### src/rtl/display_scanner.sv
// Scans one of three 4-digit 7-segment pages onto a shared common-anode display with a blanking gap per slot.
// Optional: `define DISP_AUTO_ROTATE_EN to auto-advance the page every ROTATE_FRAMES frames.
module display_scanner #(
  parameter int SCAN_DIV      = 50000,
  parameter int BLANK_CYC     = 8,
  parameter int ROTATE_FRAMES = 250
) (
  input  logic        clk,
  input  logic        rst,
  input  logic [31:0] digit_price,
  input  logic [31:0] digit_tm,
  input  logic [31:0] digit_dist,
  input  logic        page_next,
  output logic [1:0]  page_sel,
  output logic [3:0]  an,
  output logic [6:0]  seg,
  output logic        dp
);

  localparam int CW = (SCAN_DIV > 1) ? $clog2(SCAN_DIV) : 1;
  localparam logic [CW-1:0] BLANK_LAST = CW'(BLANK_CYC - 1);
  localparam logic [CW-1:0] SLOT_LAST  = CW'(SCAN_DIV - 1);

  if (SCAN_DIV <= BLANK_CYC || BLANK_CYC < 1 || ROTATE_FRAMES < 1) begin : g_bad_param
    $error("display_scanner: invalid SCAN_DIV/BLANK_CYC/ROTATE_FRAMES");
  end

  typedef enum logic {BLANK, DRIVE} phase_t;

  phase_t      phase, phase_nx;
  logic [CW-1:0] cnt, cnt_nx;
  logic [1:0]  idx, idx_nx;
  logic [1:0]  page_nx;
  logic        pending, pending_nx;
  logic [3:0]  an_nx;
  logic [6:0]  seg_nx;
  logic        dp_nx;
  logic [31:0] word;
  logic [7:0]  byte_sel;
  logic        boundary;
  logic        advance;

`ifdef DISP_AUTO_ROTATE_EN
  localparam int RW = $clog2(ROTATE_FRAMES + 1);
  logic [RW-1:0] rot, rot_nx;
`endif

  always_comb begin
    case (page_sel)
      2'd0:    word = digit_price;
      2'd1:    word = digit_tm;
      2'd2:    word = digit_dist;
      default: word = 32'h0;
    endcase
    byte_sel = word[{idx, 3'b000} +: 8];
  end

  always_comb begin
    phase_nx   = phase;
    cnt_nx     = cnt + 1'b1;
    idx_nx     = idx;
    page_nx    = page_sel;
    pending_nx = pending | page_next;
    an_nx      = an;
    seg_nx     = seg;
    dp_nx      = dp;
    boundary   = 1'b0;
    advance    = 1'b0;
`ifdef DISP_AUTO_ROTATE_EN
    rot_nx     = rot;
`endif

    case (phase)
      BLANK: begin
        if (cnt == BLANK_LAST) begin
          phase_nx = DRIVE;
          // Loading seg/dp only here is what snapshots the digit for the whole slot.
          if (page_sel != 2'd3) begin
            an_nx  = ~(4'b0001 << idx);
            seg_nx = byte_sel[7:1];
            dp_nx  = byte_sel[0];
          end
        end
      end
      DRIVE: begin
        if (cnt == SLOT_LAST) begin
          phase_nx = BLANK;
          cnt_nx   = '0;
          idx_nx   = idx + 2'd1;
          an_nx    = 4'hF;
          seg_nx   = 7'h7F;
          dp_nx    = 1'b1;
          boundary = (idx == 2'd3);
        end
      end
      default: begin
        phase_nx = BLANK;
        cnt_nx   = '0;
      end
    endcase

    if (boundary) begin
      advance = pending | page_next;
`ifdef DISP_AUTO_ROTATE_EN
      rot_nx = rot + 1'b1;
      if (advance || rot_nx == RW'(ROTATE_FRAMES)) begin
        advance = 1'b1;
        rot_nx  = '0;
      end
`endif
      pending_nx = 1'b0;
      if (page_sel == 2'd3)
        page_nx = 2'd0;
      else if (advance)
        page_nx = (page_sel == 2'd2) ? 2'd0 : page_sel + 2'd1;
    end

    if (page_sel == 2'd3) begin
      an_nx  = 4'hF;
      seg_nx = 7'h7F;
      dp_nx  = 1'b1;
    end
  end

  always_ff @(posedge clk or posedge rst) begin
    if (rst) begin
      phase    <= BLANK;
      cnt      <= '0;
      idx      <= 2'd0;
      page_sel <= 2'd0;
      pending  <= 1'b0;
      an       <= 4'hF;
      seg      <= 7'h7F;
      dp       <= 1'b1;
    end else begin
      phase    <= phase_nx;
      cnt      <= cnt_nx;
      idx      <= idx_nx;
      page_sel <= page_nx;
      pending  <= pending_nx;
      an       <= an_nx;
      seg      <= seg_nx;
      dp       <= dp_nx;
    end
  end

`ifdef DISP_AUTO_ROTATE_EN
  always_ff @(posedge clk or posedge rst) begin
    if (rst) rot <= '0;
    else     rot <= rot_nx;
  end
`endif

endmodule

### config.mk
export PLATFORM = sky130hd
export DESIGN_NAME = display_scanner
export DESIGN_NICKNAME = d
export VERILOG_FILES = /design/src/rtl/display_scanner.sv
export SDC_FILE = /design/constraint.sdc
export NUM_CORES = 1
export LEC_CHECK = 0
export BUFFER_PORTS_ARGS = -buffer_cell sky130_fd_sc_hd__clkbuf_2
export CAP_MARGIN = 10
export CORE_MARGIN = 4
export CORE_UTILIZATION = 29
export DETAILED_ROUTE_END_ITERATION = 10
export PLACE_DENSITY = 0.59
export SETUP_SLACK_MARGIN = 0.3
export SYNTH_ARGS = -nofsm -noshare
export SYNTH_HDL_FRONTEND = slang
export SYNTH_SLANG_ARGS = --single-unit
### constraint.sdc
create_clock -name clk -period 4.7 [get_ports clk]
set_clock_uncertainty 0.15 [all_clocks]
set_input_delay 0.235 -clock clk [delete_from_list [all_inputs] [get_ports clk]]
set_output_delay 0.235 -clock clk [all_outputs]
set_load 0.005 [all_outputs]
# Word level (Yosys, flattened, before mapping)
# Cells that the tools add are included.
# Widths: inputs -> output; s select.
# word_totals
reg_bits	34
in_bits	99
output_inout_bits	14
elab_cells	58
# classes
reduce_logical	5
n_eq_ne	10
n_shift	2
n_bitwise	3
addsub	3
n_mux	27
# ops
op	n
$pmux 32 s3	1
$mux 16	2
$shiftx 32x6->8	1
$mux 7	4
$add 16x1->16 const B	1
$eq 16x16->1 const B	1
$eq 16x3->1 const B	1
$mux 4	4
$pmux 7 s2	1
$mux 1	9
$pmux 4 s2	1
$eq 2x2->1 const B	3
$mux 2	3
$ne 3x3->1 const B	2
$add 2x1->2 const B	2
$not 4->4	1
$pmux 1 s2	2
$reduce_and 2->1	2
$shl 1x2->4 const A	1
$ne 3x1->1 const B	1
$reduce_and 3->1	1
$eq 2x1->1 const B	1
$logic_not 2->1	1
$ne 2x2->1 const B	1
3 further kinds	3

# Longest topological paths before layout
# depth
depth_word	7
mapped_depth	7
mapped_depth_nobuf	5

# Least setup slack after synthesis
# OpenSTA, ideal clock, no wires.
# synth_path
path_type	reg2reg
from	register cnt[11]
to	register an[0]
path_slack_ns	2.401
n_path_buf	1
t_arrival_ns	2.067
synth_period_minus_slack_ns	2.299
path_stages_with_launch	6
setup_ns	0.082
t_required_ns	4.468
path_cell_list	dfrtp_1 > or4_4 > nor4_4 > a211o_4 > buf_8 > mux2_4
# synth_via
elab_chain_cells	3
elab_cells_between_ends	5
cone_classes	eq/ne (4); reduce/logical (1)
# synth_rtl
element	line	text
from (decl)	31	logic [CW-1:0] cnt, cnt_nx;
from (signal assigned)	137	cnt <= cnt_nx;
$eq 16x3->1 / $eq 16x16->1 (equally long branches)	75, 86	
$ne 3x3->1 (no source line) / $ne 3x1->1 (equally long branches)	n/a	
$reduce_and 3->1 (no source line) (*)	n/a	
to (signal assigned)	141	an <= an_nx;
to (decl)	15	output logic [3:0] an,
# Every way passes the cells marked *; elsewhere a longest branch is shown, timed or not.
# A chain may end at the register's enable or synchronous reset.

# Final worst setup path
# layout_path
from	register cnt[11]
to	register an[2]
# The elaborated chain is that of the path after synthesis.

==> impl_metrics.yaml <==
outcome:
  status: "finished clean"
die:
  die_h_um: 101.4
  pin_count: 113
  floorplan.initialDensity_pct: 30.30
  total_die_area_sq_um: 10270
  row_count: 33
  core_area_sq_um: 8341
  floorplan.die.width_um: 101.4
setup_path:
  crit_chain: "or4_4, nor4_4, a211o_4, mux2_2"
  path_buf_inv: 0
  crit_family: "simple AND/OR/NAND/NOR gates"
  critPathArrivalTime_ns: 2.87
  worstPathRequired_ns: 4.77
  cpMaxStageDelayCell: "sky130_fd_sc_hd__nor4_4"
  critical_path.startpoint_type: "register"
  worstPathMaxFanout: 20
  worst_path_largest_cell_delay_ns: 0.87
  endpoint_kind: "register"
  criticalPathCategory: "register to register"
synth:
  count_of_flip_flops_with_a_built_in_enable_after_synthesis: 0
  synth.most_common_cell: "sky130_fd_sc_hd__mux2_2"
  postSynthAreaPerCell_sq_um: 10.75
  synthFlopType: "sky130_fd_sc_hd__dfrtp_1"
  synth.cells.most_frequent: "sky130_fd_sc_hd__mux2_2, sky130_fd_sc_hd__a22oi_1, sky130_fd_sc_hd__dfrtp_1"
  synth-seq-area-share_pct: 34.26
  netlist_area_sq_um: 2527
  yosys_register_bits: 34
  synthTopCellsByArea: "sky130_fd_sc_hd__dfrtp_1, sky130_fd_sc_hd__mux2_2, sky130_fd_sc_hd__dfstp_2"
  synthDominantCellAreaShare_pct: 21.78
  postSynthCellCount: 235
  synth_cell_type_count: 42
  ys.warnings.count: 0
  synthesis.nets: 339
  synth_async_sr_flop_share_pct: 100.0
  yosysTopAreaCell: "sky130_fd_sc_hd__dfrtp_1"
sta:
  min_period_over_period_pct: 59.40
  finalMaxSlewViolations: 0
  final.min_clock_period_ns: 2.792
  transition_time_at_the_pin_with_the_least_slew_margin_ns: 1.123
  setup_repair_after_global_routing_missed_its_margin: "no"
  max_clock_freq_ghz: 0.3582
  report.final.setup_viol: 0
  timing_hold_violations_final: 0
  tns_ns: 0
  final_critical_path_setup_slack_ns: 1.908
  relSlewSlack_pct: 24.79
  holdWs_ns: 0.1423
clocking:
  ctsRootBufferMaster: "sky130_fd_sc_hd__clkbuf_8"
  cts_buffer_count: 5
  max-clock-path-buffers: 2
  cts.htree.levels: 2
  tritoncts: "built"
  numClockSinks: 34
  worst_skew_pair.late_latency_ns: 0.29
  path_clk_slew_ns: 0.08
global_routing:
  global_route.usage.met1_pct: 18.15
  grt_pass1_wl_mm: 11.87
  grt_use_total_pct: 14.63
  grt_use_met2_pct: 24.80
  vias_in_the_first_global_route: 2538
  largest_net_degree_at_the_start_of_global_routing: 39
  global_route.overflow_total: 0
  grt_met3_usage_pct: 3.375
  grt_busiest_layer: "met2"
  initial_antenna_violation_count: 0
cells_and_area:
  layoutNonFillerInstCount: 445
  ratio_of_cells_with_drive_above_1_in_the_final_layout_pct: 55.00
  nets: 443
  layout.filler_cells: 825
  antennaDiodeCount: 0
  combined_area_of_the_multi_input_logic_cells_sq_um: 1531
  regArea_sq_um: 865.8
  layout-area-overhead-vs-synth_pct: 29.70
placement:
  placement.setup.worst_slack_ns: 1.927
  placement.io_buffers: 112
  globalplace.congestion: 0.7983
  hpwlAfterDp_mm: 5.686
  dp_cells: 436
drt:
  antenna_violating_nets_post_route: 0
  drcViolationCount: 0
  drt_initial_violations: 127
  postRouteWirelength_mm: 7.230
  routed_len_inst_um: 16.25
  vias: 2343
  drt_pre_antenna_iters: 4
  post_drt_via_cell_ratio: 5.265
flow_run:
  timing.max_cap.violations: 0
power_and_ir_drop:
  vdd.ir_drop.worst_mv: 0.1050
  p_leak_nw: 1.450
  totalPowerFinal_mw: 0.7187
  power.density_nw_per_um2: 219.2
min_path:
  tightest_hold_check_type: "primary input to register"
==> cells by family after synthesis <==
group	count (synthesis)	share of synthesized area, %
adder cells (fa/ha/maj)	5	2.475
buffers and inverters	25	5.246
multiplexers	44	23.47
XOR/XNOR	13	4.505
AO/OA/AOI/OAI	60	17.57
flip-flops	34	34.26
AND/OR/NAND/NOR	54	12.47
==> tightest hold or removal path, stage by stage <==
cell	delay (ns)
sky130_fd_sc_hd__clkbuf_2	0.12
sky130_fd_sc_hd__nor2_1	0.06
sky130_fd_sc_hd__a21oi_1	0.13
==> per-stage QoR <==
step | utilization, % | area (sq um)
6_report | 39.30 | 3278
3_3_place_gp | 37.53 | 3131
3_5_place_dp | 37.53 | 3131
2_1_floorplan | - | 2527
4_1_cts | 39.30 | 3278
5_1_grt | 39.30 | 3278
==> per-layer routing <==
layer  wire [um]  up-vias
met5           0        -
met4         184        0
met3         509       19
met2        3480      116
met1        3056     1086
li1            -     1122
==> sequential cells by signal, indices dropped and copies added, names as in the netlist <==
register and flops:
cnt 16, seg 7, an 4, idx 2, page_sel 2, dp 1
pending 1, phase 1
==> where the power goes <==
group          internal, mW  switching, mW
Sequential            0.299        0.00256
Combinational        0.0555         0.0320
Clock                 0.213          0.117
==> layout by cell type (no fill, tap or decap), types with 3 or more instances in the layout <==
cell type                   netlist  final
sky130_fd_sc_hd__a2111oi_0        8      8
sky130_fd_sc_hd__a21oi_1          3      3
sky130_fd_sc_hd__a22oi_1         32     32
sky130_fd_sc_hd__a31oi_1          8      8
sky130_fd_sc_hd__clkbuf_2         0    112
sky130_fd_sc_hd__clkbuf_8         0      5
sky130_fd_sc_hd__dfrtp_1         22     22
sky130_fd_sc_hd__dfstp_2         12     12
sky130_fd_sc_hd__ha_1             5      5
sky130_fd_sc_hd__inv_1            5      5
sky130_fd_sc_hd__mux2_2          34     34
sky130_fd_sc_hd__mux4_2           8      8
sky130_fd_sc_hd__nand2_1         11     11
sky130_fd_sc_hd__nand3_1          6      6
sky130_fd_sc_hd__nand4_1          4      4
sky130_fd_sc_hd__nor2_1          12     12
sky130_fd_sc_hd__nor4_1           3      3
sky130_fd_sc_hd__o21ai_0          5      5
sky130_fd_sc_hd__or3_1            4      4
sky130_fd_sc_hd__xnor2_1          7      7
sky130_fd_sc_hd__xor2_1           6      6
==> final timing paths <==
path | cells past startpoint | start | to | slack, ns
max | 4 | cnt[11]$_DFF_PP0_ | an[2]$_DFFE_PP1P_ | 1.91
min | 3 | page_next | pending$_DFF_PP0_ | 0.14
max reg2reg | 4 | cnt[11]$_DFF_PP0_ | an[2]$_DFFE_PP1P_ | 1.91
min reg2reg | 1 | cnt[0]$_DFF_PP0_ | cnt[0]$_DFF_PP0_ | 0.31
max in group asynchronous | 4 | rst | seg[6]$_DFFE_PP1P_ | 3.65
min in group asynchronous | 4 | rst | cnt[0]$_DFF_PP0_ | 0.41
==> repair_timing <==
action | 4_1_cts | 5_1_grt
endpoints found under the hold margin | 22 | 0
setup buffers | 0 | 0
resized for setup | 0 | 0
hold buffers | 1 | 0
endpoints found under the setup margin | 0 | 0
==> layout make-up <==
type	instances	share of cell area (%)
inverter	7	0.8015
tap	105	4.008
clock inverter	3	2.099
timing repair buffer	115	17.86
sequential	34	26.41
multi-input combinational	176	46.72
clock buffer	5	2.099
Power figures use the tool's default switching activity.
